--- config.mk ---
export PLATFORM = sky130hd
export DESIGN_NAME = park_gate_ctrl
export DESIGN_NICKNAME = d
export VERILOG_FILES = /design/src/rtl/park_gate_ctrl.sv
export SDC_FILE = /design/constraint.sdc
export NUM_CORES = 1
export LEC_CHECK = 0
export ABC_AREA = 0
export CORE_MARGIN = 5
export CORE_UTILIZATION = 40
export CTS_BUF_LIST = sky130_fd_sc_hd__clkbuf_16
export DETAILED_ROUTE_END_ITERATION = 8
export PLACE_DENSITY = 0.69
export SLEW_MARGIN = 40
export SYNTH_ARGS = -nofsm -noshare
export SYNTH_HDL_FRONTEND = slang
export SYNTH_SLANG_ARGS = --single-unit
--- constraint.sdc ---
create_clock -name clk -period 1.6 [get_ports clk]
set_input_delay 0.24 -clock clk [delete_from_list [all_inputs] [get_ports clk]]
set_output_delay 0.24 -clock clk [all_outputs]
set_load 0.02 [all_outputs]
--- src/rtl/park_gate_ctrl.sv ---
// park_gate_ctrl: single-lane barrier arbiter, gate sequencer and occupancy counter
module park_gate_ctrl #(
  parameter int CAPACITY     = 12,
  parameter int CNT_W        = 4,
  parameter int OPEN_CYCLES  = 8,
  parameter int PASS_TIMEOUT = 64
) (
  input  logic             clk,
  input  logic             rst,
  input  logic             entry_req,
  input  logic             exit_req,
  input  logic             car_passed,
  output logic             entry_grant,
  output logic             exit_grant,
  output logic             gate_open,
  output logic [CNT_W-1:0] count,
  output logic             full,
  output logic             timeout_err
);
  localparam int TMAX = PASS_TIMEOUT > OPEN_CYCLES ? PASS_TIMEOUT : OPEN_CYCLES;
  localparam int TW = $clog2(TMAX + 1);
  typedef enum logic [1:0] {IDLE, OPENING, WAIT_PASS, CLOSING} state_t;
  state_t state, state_n;
  logic [TW-1:0] timer;
  logic last;
  logic entry_ok, exit_ok, pick_entry, pick_any, phase_done, arb, launch, to;
  assign entry_ok   = entry_req && count < CNT_W'(CAPACITY);
  assign exit_ok    = exit_req && count != '0;
  assign pick_any   = entry_ok || exit_ok;
  assign pick_entry = entry_ok && (!exit_ok || last);
  assign phase_done = timer == TW'(OPEN_CYCLES - 1);
  assign arb        = state == IDLE || (state == CLOSING && phase_done);
  assign launch     = arb && pick_any;
  assign gate_open  = state == OPENING || state == WAIT_PASS;
  assign full       = count == CNT_W'(CAPACITY);
  // next state; closing hands straight over to a waiting request so there is no idle bubble
  always_comb begin
    state_n = state;
    to = 1'b0;
    unique case (state)
      IDLE:      state_n = pick_any ? OPENING : IDLE;
      OPENING:   state_n = phase_done ? WAIT_PASS : OPENING;
      WAIT_PASS: begin
        to = !car_passed && timer == TW'(PASS_TIMEOUT - 1);
        state_n = (car_passed || to) ? CLOSING : WAIT_PASS;
      end
      CLOSING:   state_n = phase_done ? (pick_any ? OPENING : IDLE) : CLOSING;
    endcase
  end
  // state, phase timer, grants, round-robin pointer and occupancy
  always_ff @(posedge clk) begin
    if (rst) begin
      state <= IDLE;
      timer <= '0;
      count <= '0;
      last <= 1'b1;
      entry_grant <= 1'b0;
      exit_grant <= 1'b0;
      timeout_err <= 1'b0;
    end else begin
      state <= state_n;
      timer <= (state_n != state || state == IDLE) ? '0 : timer + TW'(1);
      timeout_err <= to;
      if (state == WAIT_PASS && car_passed)
        count <= entry_grant ? count + CNT_W'(1) : count - CNT_W'(1);
      if (arb) begin
        entry_grant <= launch && pick_entry;
        exit_grant <= launch && !pick_entry;
      end
      if (launch) last <= !pick_entry;
    end
  end
endmodule

# == Word level (Yosys, flattened, before mapping) ==
# Cells that the tools add are included.
# totals
regBits,17
latch_bits,0
mem_bits_rw,0
romBits,0
input_bits,5
out_inout_bits,9
elab_cells,47
memories,0
# op_classes
addsub,3
mul,0
div,0
order_cmp,1
n_eq_ne,7
shifts,0
n_mux,6
bitwise_logic,1
reduce_logical,22
# ops
cell,n
$logic_and 1x1->1,9
$pmux 2 s4,1
$add 7x1->7 const B,1
$eq 7x3->1 const B,1
$eq 7x6->1 const B,1
$logic_or 1x1->1,6
$add 4x1->4 const B,1
$eq 2x2->1 const B,2
$eq 4x4->1 const B,1
$lt 4x4->1 const B,1
$mux 2,2
$mux 4,1
$reduce_bool 4->1,1
$reduce_or 2->1,2
$sub 4x1->4 const B,1
$logic_not 1->1,3
$eq 2x1->1 const B,1
$logic_not 2->1,1
$mux 1,2
$ne 2x2->1,1
$not 1->1,1

# == Logic depth before layout (Yosys ltp) ==
# depth
word_depth,9
mapped_depth,7
mapped_depth_nobuf,7

# == Least setup slack after synthesis ==
# Ideal clock, no wire load.
# synth_timing
path_type,register -> register
start,reg entry_grant
end,reg count[3]
setup_time_ns,0.071
t_arrival_ns,1.749
required_ns,1.529
slack_ns,-0.219
path_stages_with_launch,8
n_path_buf,0
period_less_slack_ns,1.819
cell_sequence,dfxtp_1 inv_1 ha_1 a21o_2 a21oi_1 xnor2_1 or3_1 a21oi_1
# synth_via
elab_chain_len,1
# synth_rtl
item,line_no,rtl
from (decl),13,"output logic entry_grant,"
from (signal assigned),67,entry_grant <= launch && pick_entry;
$mux 4,65,count <= entry_grant ? count + CNT_W'(1) : count - CNT_W'(1);
to (signal assigned),65,
to (decl),16,"output logic [CNT_W-1:0] count,"
# No other way between the ends.
# A chain may end at the register's enable or synchronous reset.

# == Worst setup path after layout ==
# layout_timing
start,reg count[0]
end,reg timer[1]
# layout_via
elab_chain_len,9
elab_cells_between_ends,11
cone_classes,order compare: 1; eq/ne: 1; mux: 3; reduce/logical: 6
# layout_rtl
item,line_no,rtl
$lt 4x4->1 / $reduce_bool 4->1 (equally long branches),"27, 28",
$logic_and 1x1->1 (on tied branches),"27, 28",
$logic_or 1x1->1 (*),29,assign pick_any = entry_ok || exit_ok;
$mux 1 (*),"41, 47",
$mux 2,47,CLOSING: state_n = phase_done ? (pick_any ? OPENING : IDLE) : CLOSING;
$pmux 2 s4 (*),40,unique case (state)
$ne 2x2->1 (*),62,timer <= (state_n != state || state == IDLE) ? '0 : timer + TW'(1);
$logic_or 1x1->1 (*),62,
$reduce_or 2->1 (no line) (*),-,
to (signal assigned),62,
to (decl),24,logic [TW-1:0] timer;
# Mark *: on every way between the ends. The rest lies on a longest branch, timed or not.

==> flow_summary.json <==
{
  "status": "complete, but fails checks",
  "synthesis.instances": 102,
  "cts_made_buffers": 3,
  "rsz0062_at_grt": "true",
  "ys_ff_latch": 17,
  "grt_max_degree": 11,
  "maxCapViolCount": 0,
  "clock-sinks": 17,
  "fp.dieH_um": 59.17,
  "synth_cell_type_count": 40,
  "synth_nets": 115,
  "cts_hold_buf": 0,
  "wl_per_cell_um": 13.34,
  "violations": "setup timing",
  "multiInputGateArea_um2": 669.4,
  "synth_edf_count": 0,
  "min_path_type": "register to register",
  "dr.pass1.iters": 4,
  "drt_wl_total_mm": 2.374,
  "synthArstFlopShare": 0,
  "cts_tree": "yes",
  "drc": 0,
  "dieArea_um2": 3501,
  "skew_ns": 0.0008859,
  "final-setup-viol-count": 11,
  "cts_root_buf": "clkbuf_16",
  "holdPathStages": 2,
  "max-slew-margin-rel": 0.7926,
  "drt.antenna.violating_nets": 0,
  "slowest_delay_ns": 0.56,
  "worst_pin_slew_ns": 0.3083,
  "yosys_warnings": 0,
  "slew_violations": 0,
  "vdd_drop_max_v": 0.0006022,
  "dp_cells": 170,
  "clk_path_buf_depth": 2,
  "worstPathRequired_ns": 1.73,
  "path_cells": "or4_4 > o22ai_4 > buf_6 > o21ai_4 > a221oi_4 > buf_6 > nor3b_1",
  "timing.rr.end": "timer[1]",
  "yosys_most_used_dff": "dfxtp_1",
  "die_x_um": 59.17,
  "grt_use_total": 0.1602,
  "grt_pass1_wl_mm": 4.146,
  "via_count": 916,
  "path_depth": 7,
  "clock_latency_ns": 0.25,
  "rrSetupSlack_ns": -0.21,
  "gp_congestion": 0.7672,
  "cpMostUsedCell": "buf_6",
  "drive_gt1_frac": 0.4267,
  "post-route-min-period_ns": 1.815,
  "grt_pass1_vias": 956,
  "fin_nets": 164,
  "layout_common_cells": "buf_4 (29), dfxtp_1 (13), nor2_1 (10), clkdlybuf4s50_1 (10), nor3_1 (8)",
  "power.total_mw": 1.132,
  "ys_seq_area_frac": 0.3519,
  "critical_path_buf_inv_count": 2,
  "coreArea_um2": 2255,
  "antenna_found_initial": 0,
  "critPathSlowestCell": "or4_4",
  "worstPathArrival_ns": 1.94,
  "stdcell_area_um2": 1525,
  "fin_cells": 178,
  "num_rows": 17,
  "worstHoldStart": "exit_grant",
  "finalCritPeriodShare": 1.134,
  "gr-total-overflow": 0,
  "drt_iter0_drc": 16,
  "critPathCaptureType": "register",
  "crit_family": "simple AND/OR/NAND/NOR gates",
  "clock.fmax_mhz": 551.1,
  "r2r_start": "count[0]",
  "critPathMaxFanout": 7,
  "cts_max_level": 1,
  "p_leak_nw": 0.6376,
  "final_common_cell": "buf_4",
  "r2r_cells": 7,
  "syn_area_per_cell_um2": 9.482,
  "placed_cell_area_um2": 1351,
  "worst_slack_ns": -0.2147,
  "dpl.hpwl_mm": 1.693,
  "criticalPathCategory": "register to register",
  "holdPathEnd": "exit_grant",
  "routed_via_density": 5.146,
  "nFillCells": 178,
  "critPathLaunchType": "register",
  "place_ws_ns": -0.3428,
  "p_per_area_nw_per_um2": 742.0,
  "ff_latch_area_um2": 350.3,
  "ioPinCount": 14,
  "syn_area_um2": 967.2,
  "finalHoldViolCount": 0,
  "area_delta_synth_final_pct": 57.70,
  "diodes": 0,
  "initial_core_util": 0.4290,
  "clkSlewWorstSetupHoldPaths_ns": 0.05,
  "portBuffers": 13
}
==> repair_timing <==
item / CTS / global route
pin swaps: 7 / 4
resized for setup: 13 / 6
setup endpoints to repair: 12 / 15
endpoints found under the hold margin: 0 / 0
buffers inserted: 4 / 0
==> where the power goes <==
part / leakage (nW) / switching (mW) / total, mW / internal (mW)
Combinational: 0.456 / 0.0869 / 0.187 / 0.0999
Clock: 0.0409 / 0.172 / 0.507 / 0.335
Sequential: 0.140 / 0.00735 / 0.438 / 0.430
==> cell type report <==
cell class,instances,share of cell area
clock buffer,3,0.04922
clock inverter,1,0.003281
inverter,3,0.007383
multi-input combinational,81,0.4389
sequential,17,0.2297
tap,28,0.02297
timing repair buffer,45,0.2486
==> cell families (layout without fill, tap and decap cells) <==
| family | after synthesis | after routing | share of synthesized area |
|---|---|---|---|
| adder cells (fa/ha/maj) | 8 | 8 | 0.1113 |
| AND/OR/NAND/NOR | 39 | 39 | 0.2161 |
| AO/OA/AOI/OAI | 24 | 24 | 0.2109 |
| XOR/XNOR | 8 | 8 | 0.07244 |
| multiplexers | 2 | 2 | 0.02199 |
| flip-flops | 17 | 17 | 0.3519 |
| buffers and inverters | 4 | 52 | 0.01552 |
==> per-stage QoR <==
| step | utilization | hold WS [ns] | setup TNS, ns |
|---|---|---|---|
| CTS | 0.6748 | 0.5152 | -1.535 |
| finish | 0.6765 | 0.5098 | -1.682 |
| global placement | 0.5993 | 0.4874 | -2.099 |
| floorplan | - | 0.3193 | -0.7531 |
| global route | 0.6765 | 0.5496 | -2.578 |
| detailed placement | 0.5993 | 0.5026 | -2.595 |
==> state kept, by name, summed over array words and instances (netlist names) <==
signal and count:
last 1, entry_grant 1, exit_grant 1, timer 7, state 2, count 4, timeout_err 1
==> cells in the mapped netlist (2+ instances only) <==
cell type / instances / area share
o21ai_0: 2 / 0.010
dfxtp_1: 17 / 0.35
o21ai_2: 2 / 0.018
nor3_1: 8 / 0.041
nand3_1: 5 / 0.026
nor2_1: 10 / 0.039
a21oi_1: 6 / 0.031
xor2_1: 4 / 0.036
ha_1: 7 / 0.091
xnor2_1: 4 / 0.036
and3_1: 2 / 0.013
inv_1: 3 / 0.012
nand2_1: 5 / 0.019
==> worst max-delay path by stage <==
stage,from,end
6_report,count[0],timer[1]
5_1_grt,count[0],timer[1]
4_1_cts,count[0],timer[1]
3_5_place_dp,entry_req,timer[1]
3_3_place_gp,entry_req,timer[0]
2_1_floorplan,count[0],timer[0]
==> worst min-delay path: stages (launching register included) <==
cell     delay (ns)
dfxtp_1        0.33
mux2i_1        0.07
nor2_1         0.07
==> metal layers <==
metal / vias to the layer above / track usage / wire (µm)
met3: 9 / 0.03050 / 115
met2: 18 / 0.3076 / 1220
li1: 465 / - / -
met4: 0 / 0.1068 / 80
met1: 424 / 0.1507 / 957
met5: - / 0 / 0
(Power assumes the default switching activity.)
